===== config.mk =====
export PLATFORM = sky130hd
export DESIGN_NAME = fsm_stim_controller
export DESIGN_NICKNAME = d
export VERILOG_FILES = /design/src/rtl/fsm_stim_controller.sv
export SDC_FILE = /design/constraint.sdc
export NUM_CORES = 1
export LEC_CHECK = 0
export CORE_ASPECT_RATIO = 0.8
export CORE_MARGIN = 1
export CORE_UTILIZATION = 38
export DETAILED_ROUTE_END_ITERATION = 6
export PLACE_DENSITY = 0.67
export RECOVER_POWER = 100
export SYNTH_ARGS = -nofsm -noshare
export SYNTH_HDL_FRONTEND = slang
export SYNTH_SLANG_ARGS = --single-unit

===== constraint.sdc =====
create_clock -name clk -period 4.74 [get_ports clk]
set_clock_uncertainty 0.2 [all_clocks]
set_input_delay 0.948 -clock clk [delete_from_list [all_inputs] [get_ports clk]]
set_output_delay 0.948 -clock clk [all_outputs]
set_load 0.005 [all_outputs]

===== src/rtl/fsm_stim_controller.sv =====
// Stimulus sequencer for the lab's Moore sequence FSM: resets it, shifts a word
// into x MSB-first, logs every y response and counts the 2'b11 responses.
module fsm_stim_controller #(
  parameter int WIDTH = 8,
  parameter int CNT_W = 4
) (
  input  logic               clk,
  input  logic               rst,
  input  logic               start,
  input  logic [WIDTH-1:0]   data_in,
  input  logic [1:0]         y_in,
  output logic               fsm_x,
  output logic               fsm_rst,
  output logic               busy,
  output logic               done,
  output logic [CNT_W-1:0]   hit_count,
  output logic [2*WIDTH-1:0] y_log
);

  localparam int BW = (WIDTH > 1) ? $clog2(WIDTH) : 1;

  typedef enum logic [2:0] {IDLE, CLR, SHIFT, DRAIN, DONE} stateT;

  stateT           state;
  logic [WIDTH-1:0] shReg;
  logic [BW-1:0]    bitCnt;
  logic             captureEn;
  logic [BW-1:0]    captureSlot;

  // The driven FSM is Moore, so its response to a bit shows up one cycle later:
  // SHIFT cycle k logs bit k-1, and DRAIN logs the final bit.
  always_comb begin
    captureEn   = ((state == SHIFT) && (bitCnt != '0)) || (state == DRAIN);
    captureSlot = (state == DRAIN) ? BW'(WIDTH - 1) : (bitCnt - BW'(1));
  end

  assign fsm_rst = rst | (state == CLR);

  always_ff @(posedge clk) begin
    if (rst) begin
      state     <= IDLE;
      shReg     <= '0;
      bitCnt    <= '0;
      fsm_x     <= 1'b0;
      busy      <= 1'b0;
      done      <= 1'b0;
      hit_count <= '0;
      y_log     <= '0;
    end else begin
      case (state)
        IDLE: begin
          if (start) begin
            state     <= CLR;
            shReg     <= data_in;
            bitCnt    <= '0;
            hit_count <= '0;
            y_log     <= '0;
            busy      <= 1'b1;
          end
        end
        CLR: begin
          state <= SHIFT;
          fsm_x <= shReg[WIDTH-1];
          shReg <= {shReg[WIDTH-2:0], 1'b0};
        end
        SHIFT: begin
          if (bitCnt == BW'(WIDTH - 1)) begin
            state <= DRAIN;
            fsm_x <= 1'b0;
          end else begin
            bitCnt <= bitCnt + BW'(1);
            fsm_x  <= shReg[WIDTH-1];
            shReg  <= {shReg[WIDTH-2:0], 1'b0};
          end
        end
        DRAIN: begin
          state <= DONE;
          busy  <= 1'b0;
          done  <= 1'b1;
        end
        DONE: begin
          state <= IDLE;
          done  <= 1'b0;
        end
        default: begin
          state <= IDLE;
          busy  <= 1'b0;
          done  <= 1'b0;
          fsm_x <= 1'b0;
        end
      endcase

      if (captureEn) begin
        y_log[{captureSlot, 1'b0} +: 2] <= y_in;
        if ((y_in == 2'b11) && (hit_count != '1))
          hit_count <= hit_count + CNT_W'(1);
      end
    end
  end

endmodule


==> key figures, run 1 <==
Drt
  – Via count: 1400
  – Via density: 4.895
  – Final WL: 3582 um
  – Drt first pass iters: 4
  – Initial DRC Count: 54
  – Routed WL per cell: 12.52 um
  – DR DRC count: 0
  – DRT antenna net count: 0

Finish
  – Number of diodes: 0
  – Final net count: 246
  – Multi-input gate area: 992.2 um^2
  – Fill count: 438
  – Synthesis-to-layout area growth: 23.00%
  – Core Util, Final: 49.19%
  – Register area: 740.7 um^2
  – Post-route cell area: 2275 um^2
  – Share of post-route cells with drive strength above 1: 7.080%

Die
  – Die X: 80.00 um
  – Initial Utilization: 39.99%
  – Core area: 4624 um^2
  – Die height: 64.40 um
  – Row Count: 22
  – Top-Level Pins: 37
  – Die ar.: 5151 um^2

Synth
  – Cell count after synthesis: 191
  – Sequential share of the synthesized area: 40.05%
  – Syn nets: 212
  – Ys Warns: 0
  – Asr flop ratio synth: 0%
  – Post-synth top flop: dfxtp_1
  – Synthesized area: 1849 um^2
  – Post-synth EDFFs: 0
  – Count of cell types in the netlist: 45
  – Synth Register Bits: 37
  – Syn avg cell area: 9.682 um^2

Worst setup path
  – Crit-path max FO: 24
  – Critical path class: in2out
  – Worst path arrival time: 2.57 ns
  – Crit path buf inv count: 3
  – CP Launch Type: input pin
  – Worst path most repeated cell: dlygate4sd3_1
  – CP cell instances: dlygate4sd3_1 -> buf_4 -> or2_2 -> dlygate4sd3_1
  – Crit-path leading delay family: buffers and inverters
  – Crit end category: output pin
  – Crit-path max cell delay: 0.57 ns
  – Worst EP required: 3.59 ns
  – Slowest stage cell, crit path: dlygate4sd3_1

Clock network
  – CTS Buf Count: 5
  – CTS tree: done
  – H-tree depth: 2
  – Clock Latency Late Sink: 0.28 ns
  – CTS root buf: clkbuf_8
  – Cts hold-fix bufs: 0
  – CTS max path bufs: 2
  – Clock-pin slew on the worst setup and hold paths: 0.07 ns
  – Postcts setup bufs: 0
  – Resize count post-CTS: 0
  – Clock sink count: 37

STA
  – Setup TNS: 0 ns
  – Slew margin rel.: 22.69%
  – Final slew viol count: 0
  – Maximum clock rate: 0.2691 GHz
  – Worst hold slack: 0.2541 ns
  – Setup violators final: 0
  – RSZ-0062 raised after global routing: no
  – Final period utilization: 78.40%
  – Post-route minimum period: 3.716 ns
  – Final Hold Fails: 0
  – Worst Tran Pin Value: 1.155 ns

Hold path
  – Worst hold path class: reg2reg

Placement
  – I/O Buffers: 36
  – Placer Congestion: 0.7939
  – DP Area: 2247 um^2
  – Post-DP HPWL: 2603 um

Power
  – Power Dens Cells: 288.4 nW/um^2
  – Peak VDD IR: 0.0001529 V
  – Leakage: 0.9427 nW

GRT
  – GRT Resource Usage Total: 15.48%
  – Number of global-route vias before repair: 1300
  – Initial antenna violation count: 0
  – GR Overflow Total: 0
  – Largest net degree at the start of global routing: 25
  – First-pass GRT wire length: 6141 um

Job
  – Max-Cap Viols: 0

Status
  – Status: complete, no violations
synth_stat cells, drive strengths merged (3+ instances only):
library cell | instances | area share (%)
inv | 5 | 1.0
a211oi | 7 | 3.7
ha | 8 | 5.4
xnor2 | 3 | 1.4
buf | 8 | 2.0
nand2 | 24 | 4.9
and3 | 4 | 1.4
mux2i | 24 | 13
nor2 | 19 | 4.3
dfxtp | 37 | 40
or2 | 3 | 1.0
nor3 | 5 | 1.6
nand2b | 5 | 1.7
a21oi | 5 | 2.0
nand4 | 3 | 1.0
area by class of cell:
| class | count | area share [%] |
|---|---|---|
| well taps | 60 | 3.300 |
| flip-flops and latches | 37 | 32.56 |
| repair buffers | 37 | 16.17 |
| clock buffers | 8 | 3.520 |
| inverters | 5 | 0.8251 |
| multi-input cells | 139 | 43.62 |
flip-flops by register name, summed over array words and instances (netlist names):
name and count:
bitCnt 3, done 1, shReg 8, state 3, hit_count 4, fsm_x 1
busy 1, y_log 16
worst reg2reg max path, cell delays in order, from the launching register on:
cell and delay (ns):
dfxtp_1 0.69, nand3b_1 0.24, nand2_1 0.19, inv_1 0.08, ha_1 0.21, ha_1 0.34, or3_1 0.42, nor4_1 0.49
mux2i_1 0.23
cells in the final DEF (no fill, tap or decap), drive strengths merged, types with 2 or more instances in the layout:
| cell | Yosys | layout |
|---|---|---|
| xnor2 | 3 | 3 |
| nor4 | 2 | 2 |
| a22oi | 2 | 2 |
| a2bb2oi | 2 | 2 |
| dlygate4sd3 | 0 | 26 |
| nor4b | 2 | 2 |
| nand2b | 5 | 5 |
| ha | 8 | 8 |
| nand2 | 24 | 24 |
| or2 | 3 | 3 |
| nor3b | 2 | 2 |
| o21bai | 2 | 2 |
| and2 | 2 | 2 |
| a21oi | 5 | 5 |
| nand4 | 3 | 3 |
| or3b | 2 | 2 |
| mux2i | 24 | 24 |
| inv | 5 | 5 |
| a211oi | 7 | 7 |
| and3 | 4 | 4 |
| clkbuf | 2 | 8 |
| nor2 | 19 | 19 |
| nor3 | 5 | 5 |
| clkdlybuf4s50 | 0 | 10 |
| a2111oi | 2 | 2 |
| dfxtp | 37 | 37 |
metrics by stage:
step	std cells	power [mW]	setup slack (ns)
after floorplan	191	0.4340	2.034
after global placement	278	0.4631	1.273
after detailed placement	278	0.4649	1.282
after CTS	286	0.6709	1.271
after global routing	286	0.6943	0.9963
final	286	0.6560	1.024
kinds of logic (layout without fill, tap and decap cells):
logic type | Yosys count | in the layout | synth area share [%]
compound gates | 23 | 23 | 10.62
buf+inv | 15 | 50 | 3.451
xor+xnor | 3 | 3 | 1.421
flops | 37 | 37 | 40.05
fa+ha+maj | 8 | 8 | 5.413
mux | 25 | 25 | 13.60
simple gates | 80 | 80 | 25.44
worst paths after layout:
check                           slack [ns]       from  cells after the start   endpoint
worst min register to register        0.25  y_log[15]                      2  y_log[15]
worst max register to register        1.59   state[0]                      8   y_log[1]
worst min-delay path                  0.25  y_log[15]                      2  y_log[15]
worst max-delay path                  1.02        rst                      4    fsm_rst
per-layer routing:
metal  track usage, %  routed length (um)  share of wire, %
met1            22.23                1938                54
met2            22.44                1524                43
met3            4.286                  90               2.5
met4            4.241                  29              0.81
met5                0                   0                 0
report_power, final:
| group | internal (mW) | switching (mW) | leakage, nW | total (mW) |
|---|---|---|---|---|
| combinational | 0.0502 | 0.0564 | 0.602 | 0.107 |
| clock | 0.105 | 0.104 | 0.0395 | 0.208 |
| sequential | 0.326 | 0.0146 | 0.301 | 0.341 |
| total | 0.481 | 0.175 | 0.943 | 0.656 |
(Power assumes the default switching activity.)
==> run 2, diff against run 1 <==
- PLACE_DENSITY: 0.67 -> 0.69
- clock period: 4.74 -> 3 ns (I/O delays scaled with it)
==> run 2 against run 1 <==
Against the previous run: total power is 87% higher; die area unchanged; core utilization grew 2.1 points; critical path type unchanged; register-to-register slack got worse by 1.3 ns; count of clock-buffer cells in the layout decreased by 3; largest cell class unchanged.
==> key figures, run 2 (same netlist as run 1, synthesis figures left out) <==
Status
  – Status: complete, no violations (unchanged)

Clock network
  – CTS max path bufs: 2 (unchanged)
  – Resize count post-CTS: 0 (unchanged)
  – CTS Buf Count: 5 (unchanged)
  – Postcts setup bufs: 0 (unchanged)
  – CTS tree: done (unchanged)
  – Clock-pin slew on the worst setup and hold paths: 0.08 ns (was 0.07 ns)
  – Clock sink count: 37 (unchanged)
  – CTS root buf: clkbuf_8 (unchanged)
  – H-tree depth: 2 (unchanged)
  – Clock Latency Late Sink: 0.29 ns (was 0.28 ns)

Drt
  – Drt first pass iters: 4 (unchanged)
  – Final WL: 3599 um (was 3582 um)
  – Initial DRC Count: 74 (was 54)
  – DRT antenna net count: 0 (unchanged)
  – Via density: 4.907 (was 4.895)
  – DR DRC count: 0 (unchanged)
  – Routed WL per cell: 12.45 um (was 12.52 um)
  – Via count: 1418 (was 1400)

Die
  – Top-Level Pins: 37 (unchanged)
  – Core area: 4624 um^2 (unchanged)
  – Die X: 80.00 um (unchanged)
  – Die ar.: 5151 um^2 (unchanged)
  – Initial Utilization: 39.99% (unchanged)
  – Row Count: 22 (unchanged)
  – Die height: 64.40 um (unchanged)

Placement
  – DP Area: 2270 um^2 (was 2247 um^2)
  – Setup WS pre-CTS: 0.2438 ns (was 1.282 ns)
  – Placer Congestion: 0.7663 (was 0.7939)
  – I/O Buffers: 36 (unchanged)
  – Post-DP HPWL: 2566 um (was 2603 um)

Worst setup path
  – CP cell instances: dlygate4sd3_1 -> or2_2 -> dlygate4sd3_1 (was dlygate4sd3_1 -> buf_4 -> or2_2 -> dlygate4sd3_1)
  – Crit end category: output pin (unchanged)
  – Crit-path leading delay family: buffers and inverters (unchanged)
  – Reg2reg path depth: 8 (unchanged)
  – Crit path buf inv count: 2 (was 3)
  – Crit-path max cell delay: 0.58 ns (was 0.57 ns)
  – Critical path class: in2out (unchanged)
  – Slowest stage cell, crit path: dlygate4sd3_1 (unchanged)
  – Crit-path max FO: 3 (was 24)
  – Worst EP required: 2.20 ns (was 3.59 ns)
  – Worst path arrival time: 2.06 ns (was 2.57 ns)
  – Worst path most repeated cell: dlygate4sd3_1 (unchanged)
  – Critical path depth in cells: 3 (was 4)
  – CP Launch Type: input pin (unchanged)

GRT
  – Number of global-route vias before repair: 1345 (was 1300)
  – First-pass GRT wire length: 6341 um (was 6141 um)
  – GRT Resource Usage Total: 16.20% (was 15.48%)
  – Initial antenna violation count: 0 (unchanged)
  – Largest net degree at the start of global routing: 23 (was 25)
  – GR Overflow Total: 0 (unchanged)

Finish
  – Most frequent cells in the layout: 37 x dfxtp_1, 26 x dlygate4sd3_1, 24 x nand2_1, 24 x mux2i_1, 18 x nor2_1 (unchanged)
  – Multi-input gate area: 1016 um^2 (was 992.2 um^2)
  – Share of post-route cells with drive strength above 1: 10.48% (was 7.080%)
  – Number of diodes: 0 (unchanged)
  – Final net count: 249 (was 246)
  – Synthesis-to-layout area growth: 28.21% (was 23.00%)
  – Number of flip-flops in the largest register: 16 (unchanged)
  – Register area: 740.7 um^2 (unchanged)
  – Leading cell type in the layout, fill and taps excluded: dfxtp_1 (unchanged)
  – Biggest register: y_log (unchanged)
  – Top Registers: y_log x16, shReg x8, hit_count x4 (unchanged)
  – Post-route cell area: 2371 um^2 (was 2275 um^2)
  – Core Util, Final: 51.27% (was 49.19%)
  – Fill count: 434 (was 438)

STA
  – Setup TNS: 0 ns (unchanged)
  – Maximum clock rate: 0.3494 GHz
  – Worst Tran Pin Value: 1.141 ns (was 1.155 ns)
  – RSZ-0062 raised after global routing: no (unchanged)
  – PnR worst setup slack: 0.1381 ns (was 1.024 ns)
  – Setup violators final: 0 (unchanged)
  – Final slew viol count: 0 (unchanged)
  – Slew margin rel.: 23.63% (was 22.69%)
  – Final period utilization: 95.40%
  – Final Hold Fails: 0 (unchanged)
  – Post-route minimum period: 2.862 ns
  – Worst hold slack: 0.2565 ns (was 0.2541 ns)

Power
  – Power Dens Cells: 517.9 nW/um^2 (was 288.4 nW/um^2)
  – Peak VDD IR: 0.0002813 V (was 0.0001529 V)
  – Leakage: 0.9899 nW (was 0.9427 nW)

Hold path
  – Hold Path Depth: 2 (unchanged)
  – Worst hold path class: reg2reg (unchanged)

Job
  – Max-Cap Viols: 0 (unchanged)
## run 2: metrics by stage
stage | total power, mW | std cells
2_1_floorplan | 0.6858 | 191
3_3_place_gp | 0.7356 | 281
3_5_place_dp | 0.7395 | 281
4_1_cts | 1.250 | 289
5_1_grt | 1.293 | 289
6_report | 1.228 | 289
## run 2: repair_timing
item	4_1_cts	5_1_grt
hold buffers	0	0
hold endpoints to repair	0	0
endpoints found under the setup margin	0	2
## run 2: area by class of cell
class / instances / area share, %
inverter: 5 / 0.7916
clock buffer: 5 / 2.902
sequential: 37 / 31.24
timing repair buffer: 40 / 16.31
tap: 60 / 3.166
multi-input combinational: 139 / 42.85
clock inverter: 3 / 2.744
## run 2: worst paths after layout
| path | to | from | slack [ns] |
|---|---|---|---|
| setup / recovery | fsm_rst | rst | 0.14 |
| hold / removal | y_log[7] | y_log[7] | 0.26 |
| setup reg to reg | y_log[12] | bitCnt[0] | 0.26 |
| hold reg to reg | y_log[7] | y_log[7] | 0.26 |
## run 2: layer usage
| layer | track usage [%] | vias up | share of wire, % |
|---|---|---|---|
| li1 | - | 754 | - |
| met1 | 22.65 | 641 | 53 |
| met4 | 6.027 | 0 | 1.6 |
| met5 | 0 | - | 0 |
| met2 | 22.86 | 17 | 42 |
| met3 | 5.286 | 6 | 3.1 |
## run 2: worst reg2reg max path, cell delays in order (launching register included)
cell and delay, ns:
dfxtp_1 0.36, inv_1 0.11, ha_1 0.36, and2_1 0.16
ha_1 0.19, ha_1 0.18, a2111oi_1 0.59, and3_1 0.32
mux2i_1 0.20
## run 2: power by group
group | switching, mW | internal, mW | leakage, nW
registers | 0.0128 | 0.515 | 0.301
clock network | 0.181 | 0.330 | 0.0681
logic | 0.105 | 0.0835 | 0.621
total | 0.299 | 0.929 | 0.990
